File: config.mk
export PLATFORM = sky130hd
export DESIGN_NAME = fifo_drain
export DESIGN_NICKNAME = d
export VERILOG_FILES = /design/src/rtl/fifo_drain.sv
export SDC_FILE = /design/constraint.sdc
export NUM_CORES = 1
export LEC_CHECK = 0
export CORE_AREA = 5 5 42 44
export CTS_CLUSTER_DIAMETER = 150
export DETAILED_ROUTE_END_ITERATION = 8
export DIE_AREA = 0 0 47 49
export DONT_BUFFER_PORTS = 1
export MAX_ROUTING_LAYER = met4
export PLACE_DENSITY_LB_ADDON = 0.05
export RECOVER_POWER = 25
export SYNTH_ARGS = -nofsm -noshare
export SYNTH_HDL_FRONTEND = slang
export SYNTH_SLANG_ARGS = --single-unit
File: constraint.sdc
create_clock -name clk -period 1.5 [get_ports clk]
set_clock_uncertainty 0.2 [all_clocks]
set_input_delay 0.15 -clock clk [delete_from_list [all_inputs] [get_ports clk]]
set_output_delay 0.15 -clock clk [all_outputs]
set_load 0.01 [all_outputs]
File: src/rtl/fifo_drain.sv
// fifo_drain: read-side controller that pops single bytes from a FIFO and offers them on valid/ready
// Ports: clk/rst (sync, active-high); en gates new reads; nostock is the FIFO empty flag;
//        rd is the one-cycle pop strobe; fifodata is the FIFO registered dout (valid the cycle after rd);
//        odata/ovalid/ordy form the downstream handshake; busy is high outside IDLE;
//        bytecnt counts accepted bytes when FIFO_DRAIN_CNT_EN is defined, else it is tied to 0.
module fifo_drain #(
  parameter int DW = 8,
  parameter int CW = 16
) (
  input  logic          clk,
  input  logic          rst,
  input  logic          en,
  input  logic          nostock,
  input  logic [DW-1:0] fifodata,
  output logic          rd,
  output logic [DW-1:0] odata,
  output logic          ovalid,
  input  logic          ordy,
  output logic          busy,
  output logic [CW-1:0] bytecnt
);
  localparam logic [1:0] IDLE = 2'd0, REQ = 2'd1, WAIT = 2'd2, HOLD = 2'd3;
  logic [1:0] state, nxt;
  logic start;
  assign start = en && !nostock;
  // HOLD exits straight to REQ when more data is available, so a steady drain costs three cycles per byte
  always_comb
    nxt = state == IDLE ? (start ? REQ : IDLE) :
          state == REQ  ? WAIT :
          state == WAIT ? HOLD :
          !ordy         ? HOLD :
          start         ? REQ  : IDLE;
  always_ff @(posedge clk)
    if (rst) begin
      state <= IDLE;
      odata <= '0;
    end else begin
      state <= nxt;
      if (state == WAIT) odata <= fifodata;
    end
  assign rd     = state == REQ;
  assign ovalid = state == HOLD;
  assign busy   = state != IDLE;
`ifdef FIFO_DRAIN_CNT_EN
  always_ff @(posedge clk)
    bytecnt <= rst ? '0 : bytecnt + CW'(state == HOLD && ordy);
`else
  assign bytecnt = '0;
`endif
endmodule

[After elaboration in Yosys (flattened, before gate mapping)]
Index checks and enable logic that the tools add are counted.
Operators by class
  equality and inequality tests: 3
  multiplexer cells: 5
  reduce and logical (&&, ||, !) cells: 4
Operators by type and width (count)
  2-to-1 mux 2 bit: 4
  equality test 2 bit, second input constant: 2
  equality test 2 x 1 -> 1 bit, second input constant: 1
  zero test 2 bit: 1
  nonzero test 2 bit: 1
  logical AND 1 bit: 1
  zero test 1 bit: 1
  2-to-1 mux 1 bit: 1
Word-level totals
  flip-flop bits (word level): 10

[Depth between registers and ports, before layout]
  depth after elaboration: 7
  mapped depth: 4

[Worst setup path after synthesis]
No wires, ideal clock.
  kind: flip-flop to flip-flop
  from: register state[1]
  to: register odata[0]
  arrival: 0.835 ns
  required time: 1.172 ns
  setup slack: 0.338 ns
  stages on the path, launching flop included: 5
  buffers on the path: 1
  clock period less this slack: 1.162 ns
  cell sequence: dfxtp_1 nor2b_2 buf_6 mux2i_1 nor2_1
Between the ends
  longest elaborated chain between the ends: 1
RTL lines
  start: declaration: RTL line 23  | logic [1:0] state, nxt;
  start signal: assignment: RTL line 38  | state <= nxt;
  equality test 2 bit: RTL line 39  | if (state == WAIT) odata <= fifodata;
  end signal: assignment: RTL line 39
  end: declaration: RTL line 16  | output logic [DW-1:0] odata,
Every way passes these cells.
A chain may end at the register's enable or synchronous reset.

[Final worst setup path]
  from: register state[1]
  to: register odata[2]
Same word-level chain as after synthesis.

==> key figures <==
Synth
  – Synth Instances: 54
  – Synth warn: 0
  – Cell Area, Synth: roughly 500 sq um
  – Share of the synthesized area in the top cell type: just under 40%
  – Seq/Total Area, Yosys: between 30 and 40%
  – Post-Syn Area per Cell: 9.52 sq um
  – Cell variety after synth: 15
  – Synth area leader: dfxtp_1
  – Synth area leaders: dfxtp_1, buf_4, mux2i_1
  – Yosys reg bits: 10

Final layout
  – Nets: 82
  – Ant. Diodes: 0
  – Core Util, Final: roughly 44%
  – Commonest non-fill, non-tap cell in the layout: conb_1
  – Layout cells sized above 1: roughly a tenth
  – Fillers: roughly 150
  – Area grow syn2layout: 20.2%
  – Most frequent cells in the layout: conb_1, dlygate4sd3_1, dfxtp_1

Drt
  – Vias: 336
  – Metal3 WL: 136 um
  – # DRC: 0
  – WL/cell: 11.8 um
  – ANT nets after route: 0
  – First-pass DRT Iterations: 2
  – Met1 WL: 332 um
  – Max layer used: met3
  – Vias per Instance: 4.05
  – Number of DRC markers in iteration 0: 1
  – DRT Wirelength: 981 um
  – Metal2 WL: 512 um

Clock tree
  – CTS Buffer Depth: 2
  – Setup bufs post-CTS: 0
  – Clock Latency Late Sink: ~0.26 ns
  – H-tree levels: 1
  – Gates resized, CTS repair: 0
  – Number of buffers created by CTS: 3
  – Reg clk slew, reported paths: approximately 0.060 ns
  – CTS Sinks: 10
  – Root buf cell: clkbuf_4
  – Hold-fix buffers, CTS: 12
  – CTS tree: yes

Pwr
  – PD cells: 944 nW/um^2
  – Leak: 0.268 nW
  – Peak supply drop: 386 uV

Status
  – Status: complete, no violations

GRT
  – Initial antenna violation count: 0
  – Overall Global Routing Usage: 8.98%
  – GRT overflow: 0
  – Largest net degree at the start of global routing: 11
  – Vias in the first global route: around 330
  – First-pass GRT wire length: ~1400 um

STA
  – Period utilization: 86.1%
  – Setup TNS: 0 ns
  – Final hold violations: 0
  – Final setup viols: 0
  – F_max: slightly below 800 MHz
  – Min Tclk post-route: approximately 1.3 ns
  – RSZ-0062 raised after global routing: false
  – Slew Viols, Final: 0

Floorplanning
  – Initial Utilization: 36.7%
  – Chip width: 47 um
  – Core area: 1400 sq um
  – Die height: about 49 um
  – Total Die Area: 2300 sq um
  – Ports: 40
  – Row Count: 14

Placement
  – Gpl congestion: 0.618
  – Final HPWL DP: 710 um
  – IO Port Bufs: 0

Setup path
  – Setup CP Type: reg -> reg
  – CP max FO: 8
  – CP Capture Type: flip-flop
  – Worst path required time: 1.44 ns
  – Worst Setup Start Kind: flip-flop
  – CP arrival: 1.23 ns

Min path
  – Hold Crit Class: in -> reg

Flow run
  – Max-cap violation count: 0
flip-flops by register name, summed over array words and instances, names as in the netlist:
| register | count |
|---|---|
| odata | 8 |
| state | 2 |
synth_stat cells:
master	instances
nand2b_1	1
nor2_1	9
a211oi_1	1
o21ba_1	1
buf_6	1
mux2i_1	8
and2_2	1
a311oi_1	1
conb_1	1
inv_1	1
dfxtp_1	10
and2b_2	1
nor2b_2	1
buf_4	16
clkbuf_1	1
logic make-up after synthesis:
logic type | after synthesis | share of synthesized area [%]
and+or+nand+nor | 13 | 12.7
other | 1 | 0.729
muxes | 8 | 15.6
DFF | 10 | 38.9
AOI/OAI and AO/OA | 3 | 5.11
buffers and inverters | 19 | 27.0
per-stage QoR:
stage          power [mW]  cell area (sq um)  worst slack, ns  std cells  hold WS (ns)
4_1_cts             0.598                618            0.208         83         0.340
3_5_place_dp        0.386                475            0.244         68        0.0262
3_3_place_gp        0.384                475            0.277         68        0.0244
2_1_floorplan       0.406                571            0.338         69        0.0493
6_report            0.584                618            0.209         83         0.352
5_1_grt             0.616                618            0.134         83         0.361
power breakdown:
part	switching (mW)	total, mW	internal (mW)
clock network	0.0821	0.174	0.0922
logic	0.0542	0.109	0.0547
registers	0.0183	0.300	0.282
total	0.155	0.584	0.429
cell type report:
| cell class | instances | area, sq um | area share (%) |
|---|---|---|---|
| multi-input cells | 40 | 231 | 37.4 |
| flip-flops and latches | 10 | 200 | 32.4 |
| clock buffers | 3 | 22.5 | 3.64 |
| well taps | 16 | 20.0 | 3.24 |
| repair buffers | 13 | 140 | 22.7 |
| inverters | 1 | 3.75 | 0.607 |
per-layer routing:
layer	track usage (%)	vias up
met5	-	-
met4	5.53	0
met3	4.43	0
met2	14.9	19
met1	7.54	148
li1	-	169
worst max-delay path: stages, from the launching register on:
cell     delay (ns)
dfxtp_1        0.38
nor2b_2        0.20
buf_12         0.15
mux2i_1        0.19
nor2_1         0.05
final timing paths:
| kind | slack, ns | depth (start not counted) | endpoint | startpoint |
|---|---|---|---|---|
| worst min-delay path | 0.35 | 2 | state[1] | ordy |
| worst max-delay path | 0.21 | 4 | odata[2] | state[1] |
| worst max register to register | 0.21 | 4 | odata[2] | state[1] |
| worst min register to register | 0.36 | 2 | odata[6] | odata[6] |
(Power assumes the default switching activity.)
